[config.mk]
export PLATFORM = sky130hd
export DESIGN_NAME = prog_sequencer_flat
export DESIGN_NICKNAME = d
export VERILOG_FILES = /design/src/rtl/prog_sequencer_if.sv /design/src/rtl/prog_sequencer.sv /design/src/flat_wrapper.sv
export SDC_FILE = /design/constraint.sdc
export NUM_CORES = 1
export LEC_CHECK = 0
export CORE_MARGIN = 1
export CORE_UTILIZATION = 50
export DETAILED_ROUTE_END_ITERATION = 10
export PLACE_DENSITY_LB_ADDON = 0.25
export RECOVER_POWER = 100
export SLEW_MARGIN = 20
export SYNTH_ARGS = -nofsm -noshare
export SYNTH_HDL_FRONTEND = slang
export SYNTH_SLANG_ARGS = --single-unit
[constraint.sdc]
create_clock -name CLK -period 3.8 [get_ports CLK]
set_input_delay 0.38 -clock CLK [delete_from_list [all_inputs] [get_ports CLK]]
set_output_delay 0.38 -clock CLK [all_outputs]
set_load 0.005 [all_outputs]
[src/rtl/prog_sequencer_if.sv]
// Host/core-facing signal bundle of the program sequencer.
// The master side is the host plus core (Go, Abort, table, Halt); the slave side is the sequencer.
interface prog_sequencer_if #(
    parameter int NUM_PROGS = 3,
    parameter int ADDR_W    = 8,
    parameter int CNT_W     = 16
);
    logic                        Go;
    logic                        Abort;
    logic [NUM_PROGS*ADDR_W-1:0] Addr_Table;
    logic                        Halt;
    logic                        Start;
    logic [ADDR_W-1:0]           Start_Addr;
    logic [2:0]                  Prog_Idx;
    logic                        Busy;
    logic                        Done_All;
    logic                        Timeout;
    logic [CNT_W-1:0]            Cycle_Count;
    logic [CNT_W-1:0]            Last_Cycles;

    modport master (
        output Go, Abort, Addr_Table, Halt,
        input  Start, Start_Addr, Prog_Idx, Busy, Done_All, Timeout, Cycle_Count, Last_Cycles
    );

    modport slave (
        input  Go, Abort, Addr_Table, Halt,
        output Start, Start_Addr, Prog_Idx, Busy, Done_All, Timeout, Cycle_Count, Last_Cycles
    );
endinterface

[src/rtl/prog_sequencer.sv]
// Batch sequencer: launches each program of a latched address table on the
// fetch unit, waits for the core's Halt, and aborts programs that overrun a
// cycle budget. Every output is registered.
module prog_sequencer #(
    parameter int NUM_PROGS   = 3,
    parameter int ADDR_W      = 8,
    parameter int CNT_W       = 16,
    parameter int TIMEOUT_CYC = 4096
) (
    input  logic             CLK,
    input  logic             Reset_n,
    prog_sequencer_if.slave  bus
);
    typedef enum logic [2:0] {IDLE, LAUNCH, RUN, GAP, FIN} state_t;

    state_t                      state_reg, state_next;
    logic                        start_reg, start_next;
    logic [ADDR_W-1:0]           start_addr_reg, start_addr_next;
    logic [2:0]                  prog_idx_reg, prog_idx_next;
    logic                        busy_reg, busy_next;
    logic                        done_reg, done_next;
    logic                        timeout_reg, timeout_next;
    logic [CNT_W-1:0]            cycle_count_reg, cycle_count_next;
    logic [CNT_W-1:0]            last_cycles_reg, last_cycles_next;
    logic [NUM_PROGS*ADDR_W-1:0] table_reg, table_next;

    // Table view padded to 8 entries so the 3-bit program index always selects a legal slot.
    logic [ADDR_W-1:0] entry [8];

    // The table is re-latched only when Go is accepted; this is kept apart from the
    // FSM logic because the launch address of the very first program reads it.
    assign table_next = (state_reg == IDLE && bus.Go && !bus.Abort) ? bus.Addr_Table : table_reg;

    generate
        for (genvar gi = 0; gi < 8; gi++) begin : g_entry
            if (gi < NUM_PROGS) begin : g_used
                assign entry[gi] = table_next[gi*ADDR_W +: ADDR_W];
            end else begin : g_pad
                assign entry[gi] = '0;
            end
        end
    endgenerate

    // Next-state and next-output logic.
    always_comb begin
        state_next       = state_reg;
        start_next       = 1'b0;
        start_addr_next  = start_addr_reg;
        prog_idx_next    = prog_idx_reg;
        done_next        = done_reg;
        timeout_next     = timeout_reg;
        cycle_count_next = cycle_count_reg;
        last_cycles_next = last_cycles_reg;

        case (state_reg)
            IDLE: begin
                if (bus.Go) begin
                    prog_idx_next = 3'd0;
                    done_next     = 1'b0;
                    timeout_next  = 1'b0;
                    state_next    = LAUNCH;
                end
            end
            LAUNCH: begin
                // Halt is deliberately ignored here: the core has not started yet.
                cycle_count_next = CNT_W'(1);
                state_next       = RUN;
            end
            RUN: begin
                // Halt is checked before the budget so a halt on the last allowed cycle is not a timeout.
                if (bus.Halt) begin
                    last_cycles_next = cycle_count_reg;
                    state_next       = (prog_idx_reg == 3'(NUM_PROGS - 1)) ? FIN : GAP;
                end else if (cycle_count_reg == CNT_W'(TIMEOUT_CYC)) begin
                    timeout_next     = 1'b1;
                    last_cycles_next = CNT_W'(TIMEOUT_CYC);
                    state_next       = (prog_idx_reg == 3'(NUM_PROGS - 1)) ? FIN : GAP;
                end else begin
                    cycle_count_next = cycle_count_reg + CNT_W'(1);
                end
            end
            GAP: begin
                // One dead cycle gives the core time to drop Halt before the next launch.
                prog_idx_next = prog_idx_reg + 3'd1;
                state_next    = LAUNCH;
            end
            FIN: begin
                done_next  = 1'b1;
                state_next = IDLE;
            end
            default: state_next = IDLE;
        endcase

        // Abort beats every other event; debug state (index, last count, timeout flag) is frozen.
        if (bus.Abort) begin
            state_next       = IDLE;
            done_next        = 1'b0;
            prog_idx_next    = prog_idx_reg;
            timeout_next     = timeout_reg;
            last_cycles_next = last_cycles_reg;
            cycle_count_next = cycle_count_reg;
        end

        // Start and its address are produced one edge ahead so they appear exactly in LAUNCH.
        if (state_next == LAUNCH) begin
            start_next       = 1'b1;
            start_addr_next  = entry[prog_idx_next];
            cycle_count_next = '0;
        end

        busy_next = (state_next != IDLE);
    end

    // State and registered outputs, cleared immediately on reset.
    always_ff @(posedge CLK or negedge Reset_n) begin
        if (!Reset_n) begin
            state_reg       <= IDLE;
            start_reg       <= 1'b0;
            start_addr_reg  <= '0;
            prog_idx_reg    <= 3'd0;
            busy_reg        <= 1'b0;
            done_reg        <= 1'b0;
            timeout_reg     <= 1'b0;
            cycle_count_reg <= '0;
            last_cycles_reg <= '0;
            table_reg       <= '0;
        end else begin
            state_reg       <= state_next;
            start_reg       <= start_next;
            start_addr_reg  <= start_addr_next;
            prog_idx_reg    <= prog_idx_next;
            busy_reg        <= busy_next;
            done_reg        <= done_next;
            timeout_reg     <= timeout_next;
            cycle_count_reg <= cycle_count_next;
            last_cycles_reg <= last_cycles_next;
            table_reg       <= table_next;
        end
    end

    assign bus.Start       = start_reg;
    assign bus.Start_Addr  = start_addr_reg;
    assign bus.Prog_Idx    = prog_idx_reg;
    assign bus.Busy        = busy_reg;
    assign bus.Done_All    = done_reg;
    assign bus.Timeout     = timeout_reg;
    assign bus.Cycle_Count = cycle_count_reg;
    assign bus.Last_Cycles = last_cycles_reg;
endmodule

[src/flat_wrapper.sv]
// flat-port wrapper written by rule: the top's interface ports become plain ports
module prog_sequencer_flat 
#(
    parameter int NUM_PROGS   = 3,
    parameter int ADDR_W      = 8,
    parameter int CNT_W       = 16,
    parameter int TIMEOUT_CYC = 4096
)
  (CLK, Reset_n, bus_Go, bus_Abort, bus_Addr_Table, bus_Halt, bus_Start, bus_Start_Addr, bus_Prog_Idx, bus_Busy, bus_Done_All, bus_Timeout, bus_Cycle_Count, bus_Last_Cycles);
  prog_sequencer_if #(.NUM_PROGS(NUM_PROGS), .ADDR_W(ADDR_W), .CNT_W(CNT_W)) bus_i ();
  input  logic CLK;
  input  logic Reset_n;
  input wire logic [$bits(bus_i.Go)-1:0] bus_Go;
  input wire logic [$bits(bus_i.Abort)-1:0] bus_Abort;
  input wire logic [$bits(bus_i.Addr_Table)-1:0] bus_Addr_Table;
  input wire logic [$bits(bus_i.Halt)-1:0] bus_Halt;
  output wire logic [$bits(bus_i.Start)-1:0] bus_Start;
  output wire logic [$bits(bus_i.Start_Addr)-1:0] bus_Start_Addr;
  output wire logic [$bits(bus_i.Prog_Idx)-1:0] bus_Prog_Idx;
  output wire logic [$bits(bus_i.Busy)-1:0] bus_Busy;
  output wire logic [$bits(bus_i.Done_All)-1:0] bus_Done_All;
  output wire logic [$bits(bus_i.Timeout)-1:0] bus_Timeout;
  output wire logic [$bits(bus_i.Cycle_Count)-1:0] bus_Cycle_Count;
  output wire logic [$bits(bus_i.Last_Cycles)-1:0] bus_Last_Cycles;
  assign bus_i.Go = bus_Go;
  assign bus_i.Abort = bus_Abort;
  assign bus_i.Addr_Table = bus_Addr_Table;
  assign bus_i.Halt = bus_Halt;
  assign bus_Start = bus_i.Start;
  assign bus_Start_Addr = bus_i.Start_Addr;
  assign bus_Prog_Idx = bus_i.Prog_Idx;
  assign bus_Busy = bus_i.Busy;
  assign bus_Done_All = bus_i.Done_All;
  assign bus_Timeout = bus_i.Timeout;
  assign bus_Cycle_Count = bus_i.Cycle_Count;
  assign bus_Last_Cycles = bus_i.Last_Cycles;
  prog_sequencer #(.NUM_PROGS(NUM_PROGS), .ADDR_W(ADDR_W), .CNT_W(CNT_W), .TIMEOUT_CYC(TIMEOUT_CYC)) u_core (.CLK(CLK), .Reset_n(Reset_n), .bus(bus_i));
endmodule
Word level (Yosys, flattened, before mapping)
Cells that the tools add are included.
{ "op_classes": {"mux": 27, "bitwise": 2, "eq_ne": 14, "add_sub_neg": 2, "n_lt_le_gt_ge": 1, "n_reduce_logical": 13} }
{ "ops": {"columns": ["op", "count"], "rows": [
  ["$mux 16", 6],
  ["$pmux 16 s2", 1],
  ["$bmux 8 s3", 1],
  ["$mux 24", 1],
  ["$mux 3", 7],
  ["$add 16x1->16 const B", 1],
  ["$eq 16x13->1 const B", 1],
  ["$mux 8", 2],
  ["$pmux 3 s4", 1],
  ["$eq 3x2->1 const B", 3],
  ["$reduce_bool 3->1", 3],
  ["$eq 3x1->1 const B", 2],
  ["$ne 3x3->1 const B", 2],
  ["$pmux 3 s2", 1],
  ["$mux 1", 5],
  ["$reduce_and 5->1", 1],
  ["$ge 4x4->1 const B", 1],
  ["$ne 2x1->1 const B", 2],
  ["$ne 2x2->1 const B", 2],
  ["$not 3->4", 1],
  ["$pmux 1 s2", 2],
  ["$reduce_and 4->1", 1],
  ["$reduce_bool 2->1", 2],
  ["$add 3x1->3 const B", 1],
  ["8 further kinds", 9]
]} }
{ "word_totals": {"wordCells": 69, "register_bits": 74, "inputBits": 29} }

Depth between registers and ports, before layout
Gate-level depths: netlist of run 1.
{ "logic_depth": {"ltp_word": 9, "mapped_depth": 8, "depth_no_buf": 7} }

Worst setup path after synthesis of run 1
Ideal clock, no wire load.
{ "synth_timing": {"path_kind": "flip-flop to flip-flop", "from": "reg u_core.cycle_count_reg[0] (netlist: u_core.bus.Cycle_Count[0])", "to": "reg u_core.cycle_count_reg[5] (netlist: u_core.bus.Cycle_Count[5])", "required_ps": 3731, "path_slack_ps": 1831, "path_buffers": 0, "arrival_time_ps": 1900, "period_less_slack_ps": 1969, "stages_incl_launch_ff": 8, "cell_sequence": "dfrtp_1 inv_1 ha_1 nor4b_2 a41oi_2 nand2_2 or4_1 nand3_1"} }
{ "synth_between": {"elab_chain_cells": 8, "word_cells_on_any_way": 17, "cone_classes": "1 x add/sub; 5 x eq/ne; 9 x mux; 2 x reduce/logical"} }
{ "synth_rtl": {"columns": ["element", "line_no", "source"], "rows": [
  ["start, declared", "prog_sequencer.sv:23", "logic [CNT_W-1:0] cycle_count_reg, cycle_count_next;"],
  ["start signal, assigned", "prog_sequencer.sv:135", "cycle_count_reg <= cycle_count_next;"],
  ["$eq 16x13->1", "prog_sequencer.sv:74", "end else if (cycle_count_reg == CNT_W'(TIMEOUT_CYC)) begin"],
  ["$mux 3", "prog_sequencer.sv:74", null],
  ["$mux 3", "prog_sequencer.sv:71", "if (bus.Halt) begin"],
  ["$pmux 3 s4", "prog_sequencer.sv:55", "case (state_reg)"],
  ["$mux 3", "prog_sequencer.sv:95", "if (bus.Abort) begin"],
  ["$eq 3x1->1", "prog_sequencer.sv:105", "if (state_next == LAUNCH) begin"],
  ["$ne 3x3->1 (no line), or another cell as far along", null, null],
  ["$reduce_and 4->1 (no line)", null, null]
]} }
Parallel ways exist; a longest one is shown, timed or not. The select of a mux whose other input is x is not followed.
A chain may end at the register's enable or synchronous reset.

Final worst setup path of run 1
{ "layout_timing": {"from": "reg u_core.cycle_count_reg[0] (netlist: u_core.bus.Cycle_Count[0])", "to": "reg u_core.cycle_count_reg[7] (netlist: u_core.bus.Cycle_Count[7])"} }
Same word-level chain as after synthesis.

==> results of run 1 <==
metrics by stage:
step / cell area, um2 / total power, W / hold WS [ns] / util (%) / setup slack (ns)
after detailed placement: 4430 / 0.00136 / 0.461 / 64.5 / 1.03
after global routing: 4570 / 0.00197 / 0.491 / 66.5 / 0.543
final: 4570 / 0.00188 / 0.475 / 66.5 / 0.722
after CTS: 4610 / 0.00191 / 0.211 / 67.1 / 1.37
after floorplan: 3610 / 0.00116 / 0.0844 / - / 1.83
after global placement: 4430 / 0.00135 / 0.457 / 64.5 / 1.15
path summary, 6_finish.rpt:
path / cells after the start / slack (ns) / end / from
worst min register to register: 2 / 0.47 / u_core.bus.Last_Cycles[9] / u_core.bus.Last_Cycles[9]
min in group asynchronous: 1 / 0.51 / u_core.bus.Prog_Idx[0] / Reset_n
worst max-delay path: 8 / 0.72 / u_core.bus.Cycle_Count[7] / u_core.bus.Cycle_Count[0]
max in group asynchronous: 1 / 2.21 / u_core.table_reg[8] / Reset_n
worst max register to register: 8 / 0.72 / u_core.bus.Cycle_Count[7] / u_core.bus.Cycle_Count[0]
worst min-delay path: 2 / 0.47 / u_core.bus.Last_Cycles[9] / u_core.bus.Last_Cycles[9]
final cells by class:
type	instances	area (um2)	share of cell area, %
flip-flops and latches	74	1850	40.5
multi-input cells	282	1620	35.4
repair buffers	81	776	17.0
clock buffers	11	151	3.31
well taps	96	120	2.63
clock inverters	4	26.3	0.575
inverters	7	26.3	0.575
cells by family (layout without fill, tap and decap cells):
kind of cell / after synthesis / in the layout
xor gates and xnor gates: 6 / 6
and+or+nand+nor: 193 / 193
DFF: 74 / 74
muxes: 9 / 9
AOI/OAI and AO/OA: 70 / 70
buffers and inverters: 27 / 103
adders and majority gates: 4 / 4
critical path, cell delays in order (launching register included):
cell and delay [ns]:
dfrtp_1 0.46, inv_1 0.13, ha_1 0.15, nor4b_1 0.47, a41oi_1 0.40, clkbuf_1 0.52, a2bb2oi_2 0.49, a21oi_1 0.09
a211oi_1 0.26
cell usage in the layout, fill, tap and decap left out, drive strengths merged, types with 2 or more instances in the layout:
cell	count
nand2	102
dfrtp	74
dlygate4sd3	47
nand3	29
clkdlybuf4s50	27
o21ai	22
nor2	17
clkbuf	16
a21oi	13
a221o	9
mux2i	8
a221oi	8
inv	8
nand4	7
or3	6
nor3	5
and2	5
nand2b	4
a31oi	4
and3	4
xor2	4
ha	4
nor4	3
or3b	2
nor2b	2
o31ai	2
clkinv	2
buf	2
xnor2	2
Yosys cell counts (2+ instances only):
master    number
ha_1           4
a31oi_1        4
nor4_2         2
clkbuf_1      14
o21ai_0        2
o21ai_1       20
xor2_1         4
nand3_1       29
nor3_1         5
nand2b_1       4
dfrtp_1       74
nor2_1        15
nor2b_1        2
a221o_1        9
inv_1          6
and3_1         4
a221oi_1       8
nand2_1      101
nor2_2         2
buf_2          5
or3b_1         2
nand4_1        7
mux2i_1        8
and2_1         5
or3_1          6
o31ai_1        2
a21oi_1       12
routing by layer:
metal / vias up / global-route usage (%) / part of all wire, %
li1: 1492 / - / -
met5: - / 0 / 0
met1: 1551 / 36.0 / 45
met2: 102 / 39.1 / 48
met4: 0 / 8.94 / 1.1
met3: 8 / 5.02 / 5.0
power groups by stage:
stage | sequential, W | clock, W | combinational, W
final | 0.000964 | 0.000559 | 0.000354
after global routing | 0.000977 | 0.000605 | 0.000393
after detailed placement | 0.000978 | 0 | 0.000379
after global placement | 0.000977 | 0 | 0.000368
after CTS | 0.000965 | 0.000568 | 0.000381
after floorplan | 0.000963 | 0 | 0.000194
==> flow_summary.json, run 1 <==
{
  "final_cells": 555,
  "worstPathMaxFanout": 23,
  "clk_latency_ns": 0.34,
  "post-place-cells": 540,
  "grt_pass1_vias": 2937,
  "cts_buffer_depth": 2,
  "cts_tree": "yes",
  "yosysWarningCount": 0,
  "yosys.area.top_type_share_pct": 51.3,
  "vias": 3153,
  "clock_sinks": 74,
  "intPower_w": 0.00134,
  "swShare_pct": 28.6,
  "power_switching_w": 0.000537,
  "required_ns": 4.04,
  "synth-compound-area-share_pct": 14.1,
  "synthAdderAreaFrac_pct": 1.39,
  "fin_nets": 488,
  "muxShareOfSynthArea_pct": 2.53,
  "dieArea_mm2": 0.00756,
  "numCtsBuffers": 9,
  "pwr-share-seq_pct": 51.4,
  "hp-class": "flip-flop to flip-flop",
  "syn_avg_cell_area_um2": 9.42,
  "cp-end-kind": "flip-flop",
  "gp_congestion": 0.829,
  "setup_violations": 0,
  "cts_root_buf": "clkbuf_8",
  "grt_use_total_pct": 25.4,
  "antenna_found_initial": 0,
  "min_period_ns": 3.08,
  "drive_above_1_share_pct": 6.10,
  "vias_per_cell": 5.68,
  "area_growth_pct": 26.7,
  "p_clk_share_pct": 29.8,
  "start_util_pct": 52.5,
  "synth-xor-area-share_pct": 1.98,
  "grt_max_degree": 75,
  "cp-start-kind": "flip-flop",
  "die_w_um": 86.9,
  "finClkSkew_ns": 0.00740,
  "post-cts-setup-buffers": 0,
  "crit_type": "flip-flop to flip-flop",
  "dr.first_iter.drc_count": 203,
  "ys_seq_elements": 74,
  "grt_first_pass_wirelength_um": 14700,
  "firstDrtPassIters": 4,
  "rsz0062_at_grt": "no",
  "fin_crit_sh_pct": 81.0,
  "route.detailed.drc": 0,
  "synth_area_mm2": 0.00361,
  "peakVddDrop_v": 0.000326,
  "ant_nets": 0,
  "synthSimpleGateAreaFrac_pct": 25.5,
  "powerDensity_mw_per_mm2": 411,
  "ios": 76,
  "power.leakage_nw": 2.24,
  "cts_max_level": 3,
  "coreArea_mm2": 0.00687,
  "violations": "capacitance limit, slew limit",
  "fillers": 559,
  "synth_top_family_by_area": "simple AND/OR/NAND/NOR gates",
  "post_cts_resized": 0,
  "postCtsHoldBufs": 0,
  "status": "complete, but fails checks",
  "slew_headroom_pct": -20.9,
  "yosysUniqueCellTypes": 54,
  "synth_seq_area_share_pct": 51.3,
  "cts.clk_slew.worst_paths_ns": 0.08,
  "postSynthCellCount": 383,
  "gr-total-overflow": 0,
  "largest_reg_flops": 24,
  "max-cap-violations": 1,
  "setup_tns_ns": 0,
  "syn-num-nets": 416,
  "hpwl_um": 5900,
  "synth_area_leaders": "dfrtp_1, nand2_1, nand3_1",
  "rows": 30,
  "diodes": 0,
  "async_flop_share_pct": 100,
  "die_y_um": 86.9,
  "worstMarginPinSlew_ns": 1.81,
  "synth-edff-count": 0,
  "max_freq_mhz": 325,
  "combinationalPowerShare_pct": 18.9,
  "synth_flop_cell": "dfrtp_1",
  "timing_hold_violations_final": 0,
  "drt_wl_total_um": 8790,
  "portBuffers": 75,
  "maxSlewViolCount": 75,
  "yosysTopAreaCell": "dfrtp_1",
  "arrival_ns": 3.32,
  "wl_per_cell_um": 15.8
}
Power figures use the tool's default switching activity.
==> run 2, diff against run 1 <==
Clock period 3.8 ns to 3.08 ns, I/O delays scaled along.
==> flow_summary.json, run 2 (same netlist as run 1, synthesis figures left out) <==
{
  "route.detailed.drc": 0,
  "violations": "capacitance limit, slew limit",
  "setup_tns_ns": 0,
  "worstPathCellList": "inv_1 -> ha_1 -> nor4b_1 -> a41oi_2 -> and2_0 -> a21o_1 -> mux2_2",
  "post_cts_resized": 0,
  "postCtsHoldBufs": 0,
  "hp-class": "input port to asynchronous set/reset pin",
  "power.leakage_nw": 2.26,
  "cts_root_buf": "clkbuf_8",
  "fin_nets": 488,
  "fin_crit_sh_pct": 81.5,
  "powerDensity_mw_per_mm2": 509,
  "timing_hold_violations_final": 0,
  "dr.first_iter.drc_count": 255,
  "max_freq_mhz": 398,
  "layout_common_cells": "nand2_1, dfrtp_1, dlygate4sd3_1",
  "wl_per_cell_um": 15.9,
  "min_period_ns": 2.51,
  "vias_per_cell": 5.65,
  "worstPathMaxFanout": 11,
  "setup_slack_ns": 0.568,
  "final_common_cell": "nand2_1",
  "vias": 3137,
  "slew_headroom_pct": -19.6,
  "cts.clk_slew.worst_paths_ns": 0.08,
  "clk_latency_ns": 0.34,
  "drt_wl_total_um": 8810,
  "rsz0062_at_grt": "no",
  "grt_use_total_pct": 26.0,
  "status": "complete, but fails checks",
  "cts_tree": "yes",
  "numCtsBuffers": 9,
  "cp-end-kind": "flip-flop",
  "die_w_um": 86.9,
  "required_ns": 3.31,
  "dieArea_mm2": 0.00756,
  "portBuffers": 75,
  "ios": 76,
  "finClkSkew_ns": 0.00835,
  "drive_above_1_share_pct": 7.19,
  "area_growth_pct": 27.4,
  "coreArea_mm2": 0.00687,
  "setup_violations": 0,
  "arrival_ns": 2.74,
  "slowest_delay_ns": 0.45,
  "die_y_um": 86.9,
  "cpMaxStageDelayCell": "and2_0",
  "clock_sinks": 74,
  "power_w": 0.00234,
  "fillers": 582,
  "hpwl_um": 6040,
  "crit_type": "flip-flop to flip-flop",
  "ant_nets": 0,
  "rows": 30,
  "place_ws_ns": 0.519,
  "peakVddDrop_v": 0.000311,
  "max-cap-violations": 1,
  "gr-total-overflow": 0,
  "grt_first_pass_wirelength_um": 15100,
  "worstMarginPinSlew_ns": 1.79,
  "grt_pass1_vias": 3094,
  "cts_max_level": 3,
  "cp-start-kind": "flip-flop",
  "largest_reg_flops": 24,
  "diodes": 0,
  "cts_buffer_depth": 2,
  "grt_max_degree": 75,
  "finalInstanceArea_mm2": 0.00460,
  "antenna_found_initial": 0,
  "firstDrtPassIters": 4,
  "maxSlewViolCount": 75,
  "gp_congestion": 0.852,
  "start_util_pct": 52.5,
  "post-cts-setup-buffers": 0,
  "postPlaceCellArea_mm2": 0.00443
}
## run 2: final timing paths
path	end	slack, ns	depth (start not counted)	from
min in group CLK	u_core.bus.Last_Cycles[3]	0.48	2	u_core.bus.Last_Cycles[3]
worst max register to register	u_core.bus.Cycle_Count[15]	0.57	7	u_core.bus.Cycle_Count[0]
worst min register to register	u_core.bus.Last_Cycles[3]	0.48	2	u_core.bus.Last_Cycles[3]
worst min-delay path	u_core.table_reg[6]	0.44	1	Reset_n
max in group asynchronous	u_core.bus.Last_Cycles[1]	1.58	1	Reset_n
worst max-delay path	u_core.bus.Cycle_Count[15]	0.57	7	u_core.bus.Cycle_Count[0]
## run 2: layout make-up
cell class | instances | area (um2) | share of cell area [%]
clock buffer | 9 | 124 | 2.70
clock inverter | 6 | 58.8 | 1.28
inverter | 7 | 26.3 | 0.572
multi-input combinational | 282 | 1620 | 35.3
sequential | 74 | 1850 | 40.3
tap | 96 | 120 | 2.61
timing repair buffer | 81 | 791 | 17.2
## run 2: report_power, final
group          internal (W)  switching [W]
registers           0.00110      0.0000856
logic              0.000217       0.000219
clock network      0.000365       0.000350
total               0.00169       0.000654
## run 2: critical path: cells and delay by family, from the launching register on
| family | cells | cell delay [ns] |
|---|---|---|
| mux | 1 | 0.25 |
| compound gates | 2 | 0.61 |
| buf+inv | 1 | 0.11 |
| simple gates | 2 | 0.86 |
| fa+ha+maj | 1 | 0.14 |
| flops | 1 | 0.43 |
## run 2: per-layer routing
| metal | global-route usage [%] | up-vias | wire length, um |
|---|---|---|---|
| li1 | - | 1501 | - |
| met1 | 36.7 | 1517 | 3970 |
| met2 | 40.6 | 105 | 4200 |
| met3 | 4.93 | 14 | 515 |
| met4 | 8.94 | 0 | 121 |
| met5 | 0 | - | 0 |
## run 2: stage by stage
stage                     utilization [%]  hold slack (ns)  cells
final                                66.9            0.440    555
after global routing                 66.9            0.496    555
after CTS                            67.2            0.131    555
after detailed placement             64.5            0.465    540
after global placement               64.5            0.457    540
after floorplan                         -           0.0124    383
